--- config.mk ---
export PLATFORM = sky130hd
export DESIGN_NAME = count_seq_ctrl
export DESIGN_NICKNAME = d
export VERILOG_FILES = /design/src/rtl/count_seq_ctrl.sv
export SDC_FILE = /design/constraint.sdc
export NUM_CORES = 1
export LEC_CHECK = 0
export ABC_AREA = 1
export BUFFER_PORTS_ARGS = -buffer_cell sky130_fd_sc_hd__buf_2
export CELL_PAD_IN_SITES_DETAIL_PLACEMENT = 0
export CELL_PAD_IN_SITES_GLOBAL_PLACEMENT = 2
export CORE_MARGIN = 2
export CORE_UTILIZATION = 30
export DETAILED_ROUTE_END_ITERATION = 8
export PLACE_DENSITY = 0.83
export SLEW_MARGIN = 20
export SYNTH_ARGS = -nofsm -noshare
export SYNTH_HDL_FRONTEND = slang
export SYNTH_SLANG_ARGS = --single-unit
export TNS_END_PERCENT = 30
--- constraint.sdc ---
create_clock -name clk -period 2.3 [get_ports clk]
set_clock_uncertainty 0.15 [all_clocks]
set_input_delay 0.69 -clock clk [delete_from_list [all_inputs] [get_ports clk]]
set_output_delay 0.69 -clock clk [all_outputs]
set_load 0.05 [all_outputs]
--- src/rtl/count_seq_ctrl.sv ---
// Command sequencer for the 16-bit up/down count block.
// Steps the counter pins until a CLEAR/UP_BY/DOWN_BY/GOTO command finishes.
module count_seq_ctrl (
  input  logic        clk,
  input  logic        reset_n,
  input  logic        cmd_valid,
  output logic        cmd_ready,
  input  logic [1:0]  cmd_op,
  input  logic [15:0] cmd_arg,
  input  logic        abort,
  input  logic [15:0] cnt_value,
  output logic        cnt_en,
  output logic        cnt_up,
  output logic        cnt_reset,
  output logic        done,
  output logic        aborted,
  output logic        busy
);

  typedef enum logic [1:0] {
    S_IDLE,
    S_CLEAR,
    S_RUN,
    S_DONE
  } state_t;

  localparam logic [1:0] OP_CLEAR = 2'd0;
  localparam logic [1:0] OP_UP    = 2'd1;
  localparam logic [1:0] OP_DOWN  = 2'd2;
  localparam logic [1:0] OP_GOTO  = 2'd3;

  state_t      state;
  logic [15:0] remaining;
  logic        dir;
  logic        ab_q;

  logic [15:0] diff;
  logic        goto_up;
  logic [15:0] goto_n;

  // Shortest path to target; the exact half-way tie goes up.
  always_comb begin
    diff    = cmd_arg - cnt_value;
    goto_up = (diff <= 16'h8000);
    goto_n  = goto_up ? diff : (~diff + 16'd1);
  end

  assign cmd_ready = (state == S_IDLE);
  assign busy      = (state != S_IDLE);
  assign cnt_reset = (state == S_CLEAR);
  assign cnt_en    = (state == S_RUN) & ~abort;
  assign cnt_up    = dir;
  assign done      = (state == S_DONE);
  assign aborted   = ab_q;

  always_ff @(posedge clk or negedge reset_n) begin
    if (!reset_n) begin
      state     <= S_IDLE;
      remaining <= 16'd0;
      dir       <= 1'b0;
      ab_q      <= 1'b0;
    end else begin
      unique case (state)
        S_IDLE: begin
          if (cmd_valid) begin
            case (cmd_op)
              OP_CLEAR: state <= S_CLEAR;
              OP_UP, OP_DOWN: begin
                remaining <= cmd_arg;
                dir       <= (cmd_op == OP_UP);
                state     <= (cmd_arg == 16'd0) ? S_DONE : S_RUN;
              end
              OP_GOTO: begin
                if (diff == 16'd0) begin
                  state <= S_DONE;
                end else begin
                  remaining <= goto_n;
                  dir       <= goto_up;
                  state     <= S_RUN;
                end
              end
              default: state <= S_IDLE;
            endcase
          end
        end
        S_CLEAR: state <= S_DONE;
        S_RUN: begin
          if (abort) begin
            ab_q  <= 1'b1;
            state <= S_DONE;
          end else if (remaining == 16'd1) begin
            remaining <= 16'd0;
            state     <= S_DONE;
          end else begin
            remaining <= remaining - 16'd1;
          end
        end
        S_DONE: begin
          ab_q  <= 1'b0;
          state <= S_IDLE;
        end
        default: state <= S_IDLE;
      endcase
    end
  end

endmodule

* Word-level counts from Yosys, hierarchy flattened *
Cells that the tools add are included.

cells by class
  multipliers = 0
  equality and inequality tests = 14
  order comparisons = 1
  shifts and indexed selects = 0
  div/mod/pow operators = 0
  muxes and demuxes = 18
  bitwise logic cells = 3
  reductions and logical operators = 13
  add/sub/neg operators = 3

operators with widths
  kind                                                                     number
  16-bit 2-to-1 mux                                                        5
  16-bit one-hot mux with 2 select lines                                   2
  16-bit zero test                                                         2
  16-bit by 1-bit adder with 16-bit output (second input constant)         1
  16-bit by 1-bit equality test with 1-bit output (second input constant)  1
  16-bit <= comparator (second input constant)                             1
  16-bit inverter                                                          1
  16-bit by 1-bit subtractor with 16-bit output (second input constant)    1
  16-bit subtractor                                                        1
  2-bit equality test (second input constant)                              4
  2-bit != test (second input constant)                                    4
  2-bit one-hot mux with 4 select lines                                    1
  2-bit nonzero test                                                       4
  2-bit 2-to-1 mux                                                         3
  2-bit one-hot mux with 3 select lines                                    1
  5-bit AND reduction                                                      1
  2-bit by 1-bit equality test with 1-bit output (second input constant)   2
  2-bit zero test                                                          2
  1-bit 2-to-1 mux                                                         4
  1-bit one-hot mux with 2 select lines                                    2
  2-bit AND reduction                                                      2
  4-bit AND reduction                                                      1
  3-bit by 1-bit != test with 1-bit output (second input constant)         1
  3-bit by 2-bit != test with 1-bit output (second input constant)         1
  4 further kinds                                                          4

word-level totals
  flip-flop bits (word level) = 20
  memories kept = 0
  ROM bits = 0
  bits in writable memories = 0
  bits in latches = 0
  word-level logic and storage cells = 56

* Depth between registers and ports, before layout *
  depth in word-level cells = 8
  mapped depth = 21

* Least setup slack after synthesis *
OpenSTA, ideal clock, no wires.

  kind = input-to-reg
  from = input cmd_arg[0]
  to = register remaining[10]
  setup slack = -0.905 ns
  buffers on the path = 1
  stages = 20
  required time = 2.033 ns
  library setup time = 0.117 ns
  arrival = 2.937 ns
  cell sequence = inv_1 -> ha_1 -> inv_1 -> fa_1 -> inv_1 -> ha_1 -> inv_1 -> a21oi_1 -> nand3_1 -> nor2_1 -> nand2_2 -> nor3_2 -> nand3_1 -> nor2_2 -> nand3_2 -> nand2_4 -> inv_4 -> buf_6 -> nand2_1 -> o21ai_2

on the way
  cells in the longest elaborated chain, start to end = 8
  elaborated cells between the ends (all ways) = 12

RTL lines
  what                                      line  text
  from (decl)                               9     input logic [15:0] cmd_arg,
  16-bit subtractor (*)                     43    diff = cmd_arg - cnt_value;
  16-bit inverter                           45    goto_n = goto_up ? diff : (~diff + 16'd1);
  16-bit by 1-bit adder with 16-bit output  45
  16-bit 2-to-1 mux                         45
  16-bit 2-to-1 mux                         74    if (diff == 16'd0) begin
  16-bit one-hot mux with 2 select lines    66    case (cmd_op)
  16-bit 2-to-1 mux                         65    if (cmd_valid) begin
  16-bit one-hot mux with 2 select lines    63    unique case (state)
  to (signal assigned)                      69    remaining <= cmd_arg;
  to (signal assigned)                      77    remaining <= goto_n;
  to (signal assigned)                      95    remaining <= remaining - 16'd1;
  to (decl)                                 33    logic [15:0] remaining;

Every way passes the cells marked *; elsewhere a longest branch is shown, timed or not. The select of a mux whose other input is x is not followed.
A chain may end at the register's enable or synchronous reset.

* Worst setup path in the final report *
  from = input cmd_arg[0]
  to = register remaining[14]

Same word-level chain as after synthesis.

==> summary.txt <==
Outcome
  – Outcome: finished with violations
  – Failing checks: setup timing

Synth
  – Synthesized area: 0.00336 sq mm
  – Most frequent cell after synthesis: nand2_1
  – Register area share after synthesis: 14.9%
  – FFs w/ async S/R, synth: 100%
  – Top cell type's share of synthesized area: 20.3%
  – Mapped Cells: 599
  – Number of flops mapped to enable cells by yosys: 0
  – YS warnings: 0
  – Top FF cell, synth: dfrtp_1
  – Yosys cell types: 41
  – Mapped Nets: 664
  – Commonest cells post-synth: 182 x nand2_1, 96 x inv_1, 78 x nor2_1
  – Synth Register Bits: 20
  – Yosys top cell by area: nand2_1
  – Synth top area cells: nand2_1 20%, dfrtp_1 15%, inv_1 11%, ha_1 9.7%, nor2_1 8.7%
  – Avg Inst Size Synth: 5.62 sq um

Detailed routing
  – Initial DRC count: 116
  – WL final: 10.7 mm
  – Vias per cell: 4.54
  – Vias post-DR: 4021
  – Residual DRC: 0
  – Drt wl/cell: 12.0 microns
  – Pre-antenna DRT Iters: 5
  – Post-route ant nets: 0

Clocking
  – H-tree levels: 1
  – Clock Root Buffer: clkbuf_8
  – Clk sinks: 20
  – Total CTS buffers: 3
  – Clk slew on worst S/H paths: 80 ps
  – Clock latency at the later pin of the worst-skew pair: 270 ps
  – CTS Buffer Depth: 2
  – Hold buffer count at CTS: 0
  – CTS tree: done

Final layout
  – Final non-filler cell total: 886
  – Ant diodes: 0
  – Finished Core Util: 43.9%
  – Filler Cells Inserted: 1191
  – Layout cell share with drive strength beyond 1: 29.6%
  – Layout Nets: 812
  – Post-route cell area: 0.00478 sq mm
  – Synth-to-Final Area Change: 42.1%

Worst setup path
  – Crit path capture type: flip-flop
  – CP max-delay cell: fa_1
  – Crit start category: input pin
  – Req. time, crit path: 2350 ps
  – Critical path class: in -> reg
  – Critical Path AT: 3090 ps
  – Worst path max stage delay: 460 ps
  – Cell chain of the critical path: buf_12 -> inv_12 -> ha_4 -> inv_2 -> fa_1 -> inv_2 -> ha_4 -> inv_2 -> a21oi_2 -> nand3_2 -> nor2_2 -> nand2_2 -> nor3_4 -> nand3_2 -> nor2_4 -> nand3_2 -> nand2_4 -> buf_12 -> nor2_1 -> a21oi_1
  – Worst-path maximum fanout: 5

Placement
  – Placed insts: 875
  – GP Congestion: 0.868
  – Placed inst area: 0.00454 sq mm
  – HPWL after DPL: 9.15 mm
  – Pre-CTS WS: -1210 ps
  – Port bufs: 44

Global routing
  – Via count of the first global-routing pass: 3862
  – Initial antenna violation count: 0
  – All-Layer GR Usage: 18.0%
  – Total global routing overflow: 0
  – First-pass GRT wire length: 17.3 mm
  – Largest net degree at the start of global routing: 26

STA
  – Fin crit share: 132%
  – Final Hold Vio Count: 0
  – Final setup violation count: 18
  – Fin worst setup slack: -738 ps
  – Min Clock Period, post-route: 3040 ps
  – Final Max Slew Viols: 0
  – Setup TNS: -12540 ps
  – Unrepaired setup endpoints after global routing: yes
  – Worst-Margin Slew: 471 ps
  – Max frequency: 0.329 GHz
  – Slew headroom: 68.6%

Pwr
  – Maximum vdd drop: 0.556 mV
  – Power Dens Cells: 810 mW/mm^2
  – Leakage: 2.64 nW

Die
  – Die Height: 110 microns
  – # rows: 38
  – DIE AREA: 0.0121 sq mm
  – Total I/O pin count: 45
  – Initial Utilization: 30.9%
  – Die Span X: 110 microns
  – Core ar.: 0.0109 sq mm

Worst hold path
  – Hold Crit Class: in -> async

Flow run
  – Max-cap violation count: 0
==> layout by cell type (no fill, tap or decap), drive strengths merged <==
master / count
nand2: 195
buf: 150
inv: 99
nor2: 84
nand3: 60
a21oi: 37
ha: 26
dfrtp: 20
o21ai: 15
nand4: 12
nor3: 11
xor2: 9
clkbuf: 5
a31oi: 4
xnor2: 4
nor4: 4
nor3b: 2
and2: 1
o31ai: 1
a211oi: 1
or2: 1
o22ai: 1
o21a: 1
a22oi: 1
nand2b: 1
fa: 1
==> worst max-delay path, delay by kind of cell <==
family	cells	cell delay (ps)
compound gates	2	240
buf+inv	6	440
simple gates	9	1010
fa+ha+maj	3	700
==> power breakdown <==
part | switching [mW] | internal [mW]
Combinational | 1.71 | 1.17
Clock | 0.124 | 0.153
Sequential | 0.175 | 0.540
Total | 2.01 | 1.86
==> final timing paths <==
check	cells past startpoint	end	from	slack, ps
worst min-delay path	1	aborted	reset_n	220
worst max-delay path	20	remaining[14]	cmd_arg[0]	-740
worst max register to register	11	remaining[14]	remaining[0]	40
worst min register to register	2	remaining[1]	remaining[1]	360
min in group clk	2	remaining[1]	remaining[1]	360
max in group asynchronous	1	remaining[6]	reset_n	1460
==> metal layers <==
metal | track usage (%) | share of wire, % | vias up
li1 | - | - | 2190
met1 | 22.8 | 46 | 1779
met2 | 33.4 | 50 | 43
met3 | 0.771 | 2.0 | 9
met4 | 3.89 | 1.3 | 0
met5 | 0 | 0 | -
==> flip-flops by register name, summed over array words and instances (netlist names) <==
name / count
remaining: 16
state: 2
aborted: 1
cnt_up: 1
==> cell families after synthesis <==
kind of cell	Yosys count	share of synthesized area, %
DFF	20	14.9
buffers and inverters	108	12.7
AOI/OAI and AO/OA	61	10.6
and+or+nand+nor	370	48.0
xor gates and xnor gates	13	3.61
adders and majority gates	27	10.3
==> area by class of cell <==
class | count | area (sq um) | area share [%]
multi-input cells | 472 | 2570 | 53.7
repair buffers | 151 | 1090 | 22.8
flip-flops and latches | 20 | 500 | 10.5
inverters | 99 | 392 | 8.19
well taps | 140 | 175 | 3.66
clock buffers | 4 | 55.1 | 1.15
==> per-stage QoR <==
step                hold WS [ps]  power, mW
floorplan                    244       2.54
global placement             314       3.34
detailed placement           333       3.38
CTS                          240       3.70
global route                 254       4.25
finish                       221       3.87
==> what timing repair did <==
| action | CTS | global route |
|---|---|---|
| endpoints found under the setup margin | 19 | 20 |
| endpoints found under the hold margin | 0 | 0 |
| gates cloned | 0 | 2 |
| pin swaps | 9 | 9 |
| setup buffers | 2 | 3 |
| gates resized for setup | 9 | 29 |
(Power assumes the default switching activity.)
